**src/rtl/serial_word_deserializer_pkg.sv**
```systemverilog
// Shared types and constants for the serial word deserializer.
// Parity helper is used only when DESER_PARITY_EN is defined.
package serial_word_deserializer_pkg;

  localparam int WIDTH_DEF = 7;
  localparam int CNT_W_DEF = 3;

  typedef enum logic {
    COLLECT = 1'b0,
    STALL   = 1'b1
  } state_e;

  // Bit value that makes the total count of ones in {word, bit} odd.
  function automatic logic odd_parity(input logic [WIDTH_DEF-1:0] word);
    return ~(^word);
  endfunction

endpackage

```
**src/rtl/deser_bit_counter.sv**
```systemverilog
// Frame bit counter: counts accepted bits and wraps to 0 after LIMIT.
// tc flags that the next accepted bit completes the frame.
module deser_bit_counter #(
  parameter int CNT_W = 3,
  parameter int LIMIT = 6
) (
  input  logic             clk,
  input  logic             rst_n,
  input  logic             clr,
  input  logic             inc,
  output logic [CNT_W-1:0] cnt,
  output logic             tc
);

  localparam logic [CNT_W-1:0] LIM = CNT_W'(LIMIT);

  logic [CNT_W-1:0] cnt_q;
  logic [CNT_W-1:0] cnt_d;

  always_comb begin
    tc    = (cnt_q == LIM);
    cnt_d = cnt_q;
    if (clr) begin
      cnt_d = '0;
    end else if (inc) begin
      cnt_d = tc ? '0 : cnt_q + 1'b1;
    end
  end

  always_ff @(posedge clk or negedge rst_n) begin
    if (!rst_n) begin
      cnt_q <= '0;
    end else begin
      cnt_q <= cnt_d;
    end
  end

  assign cnt = cnt_q;

endmodule

```
**src/rtl/serial_word_deserializer.sv**
```systemverilog
// Collects LSB-first serial bits into words behind a one-entry valid/ready holding register.
// Define DESER_PARITY_EN to add a trailing odd-parity bit per frame and the word_perr output.
module serial_word_deserializer
  import serial_word_deserializer_pkg::*;
#(
  parameter int WIDTH = WIDTH_DEF,
  parameter int CNT_W = CNT_W_DEF
) (
  input  logic             clk,
  input  logic             rst_n,
  input  logic             frame_clr,
  input  logic             bit_valid,
  input  logic             bit_in,
  output logic             bit_ready,
  output logic [WIDTH-1:0] word_out,
  output logic             word_valid,
  input  logic             word_ready,
`ifdef DESER_PARITY_EN
  output logic             word_perr,
`endif
  output logic [CNT_W-1:0] bit_cnt
);

`ifdef DESER_PARITY_EN
  localparam int FRAME = WIDTH + 1;
`else
  localparam int FRAME = WIDTH;
`endif
  localparam logic [CNT_W-1:0] LAST    = CNT_W'(FRAME - 1);
  localparam logic [CNT_W-1:0] LAST_M1 = CNT_W'(FRAME - 2);

  state_e           state_q, state_d;
  logic [WIDTH-1:0] shift_q, shift_d, shift_w;
  logic [WIDTH-1:0] word_out_q, word_out_d;
  logic             word_valid_q, word_valid_d;
  logic             accept, complete, cnt_tc, in_last_d;
`ifdef DESER_PARITY_EN
  logic             perr_q, perr_d;
`endif

  deser_bit_counter #(
    .CNT_W (CNT_W),
    .LIMIT (FRAME - 1)
  ) u_bit_counter (
    .clk   (clk),
    .rst_n (rst_n),
    .clr   (frame_clr),
    .inc   (accept),
    .cnt   (bit_cnt),
    .tc    (cnt_tc)
  );

  // STALL is registered as "final bit pending and holding register full"; the
  // current word_ready decides whether that actually blocks this cycle.
  always_comb begin
    bit_ready = !((state_q == STALL) && !word_ready);
    accept    = bit_valid && bit_ready && !frame_clr;
    complete  = accept && cnt_tc;

    shift_w = shift_q;
    for (int i = 0; i < WIDTH; i++) begin
      if (bit_cnt == CNT_W'(i)) shift_w[i] = bit_in;
    end

    shift_d = shift_q;
    if (frame_clr || complete) begin
      shift_d = '0;
    end else if (accept) begin
      shift_d = shift_w;
    end

    word_out_d = word_out_q;
`ifdef DESER_PARITY_EN
    perr_d = perr_q;
    if (complete) begin
      word_out_d = shift_q;
      perr_d     = bit_in ^ odd_parity(WIDTH_DEF'(shift_q));
    end
`else
    if (complete) word_out_d = shift_w;
`endif

    word_valid_d = word_valid_q;
    if (complete) begin
      word_valid_d = 1'b1;
    end else if (word_valid_q && word_ready) begin
      word_valid_d = 1'b0;
    end
  end

  always_comb begin
    in_last_d = (accept && (bit_cnt == LAST_M1)) ||
                ((bit_cnt == LAST) && !accept && !frame_clr);
    state_d   = (in_last_d && word_valid_d) ? STALL : COLLECT;
  end

  always_ff @(posedge clk or negedge rst_n) begin
    if (!rst_n) begin
      state_q      <= COLLECT;
      shift_q      <= '0;
      word_out_q   <= '0;
      word_valid_q <= 1'b0;
`ifdef DESER_PARITY_EN
      perr_q       <= 1'b0;
`endif
    end else begin
      state_q      <= state_d;
      shift_q      <= shift_d;
      word_out_q   <= word_out_d;
      word_valid_q <= word_valid_d;
`ifdef DESER_PARITY_EN
      perr_q       <= perr_d;
`endif
    end
  end

  assign word_out   = word_out_q;
  assign word_valid = word_valid_q;
`ifdef DESER_PARITY_EN
  assign word_perr  = perr_q;
`endif

endmodule

```
**config.mk**
```make
export PLATFORM = sky130hd
export DESIGN_NAME = serial_word_deserializer
export DESIGN_NICKNAME = d
export VERILOG_FILES = /design/src/rtl/serial_word_deserializer_pkg.sv /design/src/rtl/deser_bit_counter.sv /design/src/rtl/serial_word_deserializer.sv
export SDC_FILE = /design/constraint.sdc
export NUM_CORES = 1
export LEC_CHECK = 0
export BUFFER_PORTS_ARGS = -buffer_cell sky130_fd_sc_hd__buf_2
export CORE_AREA = 2 2 46 48
export DETAILED_ROUTE_END_ITERATION = 16
export DIE_AREA = 0 0 48 50
export GPL_ROUTABILITY_DRIVEN = 0
export MAX_ROUTING_LAYER = met4
export PLACE_DENSITY = 0.74
export SYNTH_ARGS = -nofsm -noshare
export SYNTH_HDL_FRONTEND = slang
export SYNTH_HIERARCHICAL = 1
export SYNTH_SLANG_ARGS = --single-unit
```
**constraint.sdc**
```tcl
create_clock -name clk -period 1.95 [get_ports clk]
set_input_delay 0.195 -clock clk [delete_from_list [all_inputs] [get_ports clk]]
set_output_delay 0.195 -clock clk [all_outputs]
set_load 0.05 [all_outputs]
```
==> results.cfg, run 1 <==
[hold_path]
hold_start = word_ready
timing.hold.worst_path_depth = 2
hold_class = primary input to register
min_to = word_valid

[sta]
pins_over_slew_limit = 0
max_slew.worst_pin.slew_ps = 451
rsz0062_at_grt = no
slew_headroom = 0.699
final.min_clock_period_ps = 1670
timing.final.crit_share = 0.856
setup_total_negative_slack_ps = 0
holdWs_ps = 103
fin_worst_skew_ps = 6.81
hold_viol_final = 0
max_clock_freq_mhz = 599
finalSetupViolCount = 0

[yosys]
synth.yosys.seq_area_share = 0.496
synthMostInstantiatedCell = dfrtp_1
post-synth-top-area-fraction = 0.496
share_of_synthesized_flip_flops_with_an_asynchronous_set_or_reset = 1.00
synthesis.area_um2 = 958
post_synth_main_area_contributors = dfrtp_1 50%, nand2_1 6.7%, mux2i_1 6.3%
yosysUniqueCellTypes = 30
netlist_instances = 99
number_of_nets_produced_by_synthesis = 105
yosysTopAreaCell = dfrtp_1
synth-seq-cells = 19
dominant_register_cell_in_the_synthesized_netlist = dfrtp_1
post_synth.cell_area_avg_um2 = 9.68
synth_commonest_cells = 19 x dfrtp_1, 17 x nand2_1, 9 x o21ai_1, 7 x nor2_1, 6 x mux2i_1
synth.yosys.warnings = 6
number_of_enable_flip_flop_cells_after_synthesis = 0

[cts]
clock_tree_from_tritoncts = yes
clock_latency_ps = 300
clock_tree.htree_level_count = 1
clkSlewWorstSetupHoldPaths_ps = 110
max-clock-path-buffers = 2
root_buffer = clkbuf_4
numCtsBuffers = 3
tritoncts_num_sinks = 19
postCtsResizedCells = 0

[worst_setup_path]
cp_data_required_time_ps = 2190
startpoint = u_bit_counter/cnt[0]
worstPathMaxFanout = 16
sort_of_element_at_the_end_of_the_critical_path = register
path_class = register to register
rr_worst_depth = 4
rr_endpoint = shift_q[1]
r2r_slack_ps = 280
critical_path.startpoint_type = register
regToRegStartpoint = u_bit_counter/cnt[0]
cp.arrival_ps = 1910

[power]
leakage_nw = 0.528
power_per_cell_area_nw_per_um2 = 613
power.ir.vdd_worst_mv = 0.286
total_power_w = 0.000673

[die]
dieWidth_um = 48
initial_utilization = 0.504
floorplan.die_area_um2 = 2400
number_of_top_level_design_ports = 18
fp.dieH_um = 50
core-area_um2 = 1900
row_count = 16

[drt]
routedLengthMet1_um = 897
detailedRoute.firstPassIterationCount = 4
route.antenna.remaining_nets = 0
dr_wl_met3_um = 62
met2RoutedLength_um = 966
drt_iter0_markers = 12
via_count = 784
post_drt_wl_per_cell_um = 13.5
totalWireLength_mm = 1.96
top_signal_layer_used = met4
dr_drc_count = 0
viasPerCell = 5.41

[final_layout]
ff_latch_area_um2 = 475
areaGrowthSynthToFinish_pct = 14.6
stdcell_area_um2 = 1100
post_route_cells_drive_above_1_share = 0.237
postLayoutCoreUtil = 0.578
multiInputGateArea_um2 = 438
nFillCells = 187
nNetsFinal = 125
antennaDiodeCount = 0

[global_routing]
grt_pass1_wl_mm = 3.15
grt.total_usage = 0.190
grt_start_max_net_pins = 20
grt_antenna_before_repair = 0
global_route.overflow_total = 0
grt_pass1_vias = 709

[run]
maxCapViolCount = 0

[placed_design]
dpl.hpwl_mm = 1.43
port_buf_inserts = 17
dpl_cell_area_um2 = 1060

[status]
status = completed
==> worst max path at each step <==
stage / end / slack, ps / cells past startpoint
after floorplan: word_out[0] / 230 / 6
after global placement: shift_q[1] / 460 / 4
after detailed placement: shift_q[1] / 330 / 4
after CTS: shift_q[1] / 310 / 4
after global routing: shift_q[1] / 180 / 4
final: shift_q[1] / 280 / 4
==> cells by family after synthesis <==
logic type | count (synthesis) | synth area share
buf+inv | 9 | 0.0470
mux | 6 | 0.0627
compound gates | 27 | 0.179
simple gates | 38 | 0.215
flops | 19 | 0.496
==> what timing repair did <==
action | CTS | global route
endpoints found under the hold margin | 19 | 0
buffers inserted | 0 | 0
endpoints found under the setup margin | 0 | 0
hold buffers | 1 | 0
==> placed cells by master (no fill, tap or decap), types with 3 or more instances in the layout <==
cell,netlist,final
nor2_1,7,7
o21ai_1,9,9
inv_1,4,4
buf_2,3,17
mux2i_1,6,6
dfrtp_1,19,19
a21oi_1,4,4
o21ai_0,3,3
clkbuf_4,0,3
nand2_1,17,17
==> flip-flops by register name (all words and copies together), names as in the netlist <==
| name | cells |
|---|---|
| u_bit_counter/cnt | 3 |
| shift_q | 7 |
| word_valid | 1 |
| state_q | 1 |
| word_out | 7 |
==> power breakdown <==
part,switching [W],total (W),internal [W]
sequential,0.00000774,0.000406,0.000398
combinational,0.0000448,0.0000695,0.0000247
clock,0.000119,0.000198,0.0000796
==> per-stage QoR <==
step           setup slack, ps  cells
2_1_floorplan              233     99
3_3_place_gp               460    140
3_5_place_dp               332    140
4_1_cts                    307    145
5_1_grt                    185    145
6_report                   281    145
==> critical path, cell delays in order (launching register included) <==
cell and delay (ps):
dfrtp_1 620, nor2_1 140, or3_1 500, nor2_1 180, a22o_1 170
==> per-layer routing <==
layer | up-vias | track usage
li1 | 383 | -
met1 | 373 | 0.237
met2 | 22 | 0.307
met3 | 6 | 0.0220
met4 | 0 | 0.0676
met5 | - | -
==> area by class of cell <==
class,instances,area share
repair buffers,20,0.100
well taps,27,0.0308
flip-flops and latches,19,0.433
multi-input cells,71,0.399
inverters,4,0.0137
clock buffers,4,0.0239
(Power assumes the default switching activity.)
==> inputs of run 2 (changes only) <==
- clock period: 1.95 -> 1.68 ns (I/O delays scaled with it)
==> run 2 against run 1 <==
  * Register-to-register slack got worse by 140 ps
  * Routed wire length is 8.2% lower
  * Worst hold slack lost 23 ps
  * Non-clock buffer count decreased by 2
  * Critical endpoint is now state_q
  * Critical path depth rose by 1
  * Clock power is 15% higher
  * Setup slack lost 140 ps
  * First-iteration DRC count fell by 17%
  * Final cell count is 1.4% lower
  * Combinational power increased by 10%
  * Sequential power is 17% higher
  * Flip-flop and latch count is the same
==> results.cfg, run 2 (synthesized netlist as in run 1, its figures left out) <==
[global_routing]
grt_pass1_vias = 650
grt_antenna_before_repair = 0
global_route.overflow_total = 0
grt.total_usage = 0.174
grt_start_max_net_pins = 20
grt_pass1_wl_mm = 2.86

[sta]
rsz0062_at_grt = no
setup_total_negative_slack_ps = 0
max_clock_freq_mhz = 651
timing.final.crit_share = 0.914
slew_headroom = 0.663
final.min_clock_period_ps = 1540
pins_over_slew_limit = 0
max_slew.worst_pin.slew_ps = 504
fin_worst_skew_ps = 5.20
finalSetupViolCount = 0
hold_viol_final = 0

[final_layout]
nFillCells = 179
most_frequent_cells_in_the_layout = 17 x nand2_1, 17 x buf_2, 16 x dfrtp_1, 9 x o21ai_1, 7 x nor2_1
areaGrowthSynthToFinish_pct = 13.4
stdcell_area_um2 = 1090
finish.cell_count_without_fillers = 143
nNetsFinal = 123
antennaDiodeCount = 0
postLayoutCoreUtil = 0.572
post_route_cells_drive_above_1_share = 0.250

[worst_setup_path]
startpoint = u_bit_counter/cnt[2]
cp_slowest_stage_delay_ps = 510
regToRegStartpoint = u_bit_counter/cnt[2]
cp.arrival_ps = 1780
cp_data_required_time_ps = 1930
path_class = register to register
cpMaxStageDelayCell = dfrtp_2
worstPathMaxFanout = 15
path_cells = nand2_1, nor2_1, or3b_4, o21ai_2, o211a_1
sort_of_element_at_the_end_of_the_critical_path = register
critical_path.startpoint_type = register

[die]
initial_utilization = 0.504
core-area_um2 = 1900
fp.dieH_um = 50
dieWidth_um = 48
floorplan.die_area_um2 = 2400
number_of_top_level_design_ports = 18
row_count = 16

[cts]
clock_tree_from_tritoncts = yes
max-clock-path-buffers = 2
clock_tree.htree_level_count = 1
numCtsBuffers = 3
clkSlewWorstSetupHoldPaths_ps = 100
postCtsResizedCells = 0
cts_hold_buf = 1
tritoncts_num_sinks = 19
root_buffer = clkbuf_4
clock_latency_ps = 300
cts_post_setup_buffers_inserted = 0

[drt]
viasPerCell = 5.52
drt_iter0_markers = 10
post_drt_wl_per_cell_um = 12.6
dr_drc_count = 0
totalWireLength_mm = 1.80
route.antenna.remaining_nets = 0
via_count = 789
detailedRoute.firstPassIterationCount = 4

[power]
leakage_nw = 0.512
power_per_cell_area_nw_per_um2 = 716
total_power_w = 0.000778
power.ir.vdd_worst_mv = 0.477

[placed_design]
dp_cells = 138
dpl.hpwl_mm = 1.28
dpl_cell_area_um2 = 1050
port_buf_inserts = 17

[hold_path]
hold_class = primary input to register
hold_start = word_ready

[status]
status = completed

[run]
maxCapViolCount = 0
-- run 2: cell count changes in the layout (fill, tap and decap cells not counted) --
cell     delta
buf_4       -2
dfrtp_1     -3
dfrtp_2     +3
-- run 2: final cells by class --
type                       count  area [um^2]  area share
timing repair buffer          18         95.1      0.0875
clock buffer                   4         26.3      0.0242
sequential                    19          479       0.441
tap                           27         33.8      0.0311
multi-input combinational     71          438       0.403
inverter                       4         15.0      0.0138
-- run 2: through the flow --
step / hold WS (ps) / setup WS [ps]
floorplan: -128 / 126
global placement: 127 / 195
detailed placement: 133 / 173
CTS: 71.9 / 153
global route: 73.8 / 30.7
finish: 79.7 / 144
-- run 2: metal layers --
metal | track usage | vias to the layer above | wire [um]
li1 | - | 383 | -
met1 | 0.252 | 372 | 837
met4 | 0.0811 | 0 | 27
met2 | 0.231 | 31 | 833
met3 | 0.0330 | 3 | 101
met5 | - | - | 0
-- run 2: report_power, final --
| part | internal [W] | leakage, nW | switching [W] | total [W] |
|---|---|---|---|---|
| Sequential | 0.000463 | 0.259 | 0.0000111 | 0.000474 |
| Combinational | 0.0000276 | 0.238 | 0.0000490 | 0.0000765 |
| Clock | 0.0000925 | 0.0150 | 0.000136 | 0.000228 |
| Total | 0.000583 | 0.512 | 0.000196 | 0.000778 |
-- run 2: critical path, delay by kind of cell (launching register included) --
family	cells	cell delay (ps)
and+or+nand+nor	3	710
DFF	1	510
AOI/OAI and AO/OA	2	250
-- run 2: worst paths after layout --
check	end	slack, ps	cells after the start
max	state_q	140	5
min	word_valid	80	2
min in group asynchronous	word_out[5]	320	2
max in group asynchronous	u_bit_counter/cnt[0]	1040	2
max reg2reg	state_q	140	5
min reg2reg	word_out[4]	490	2
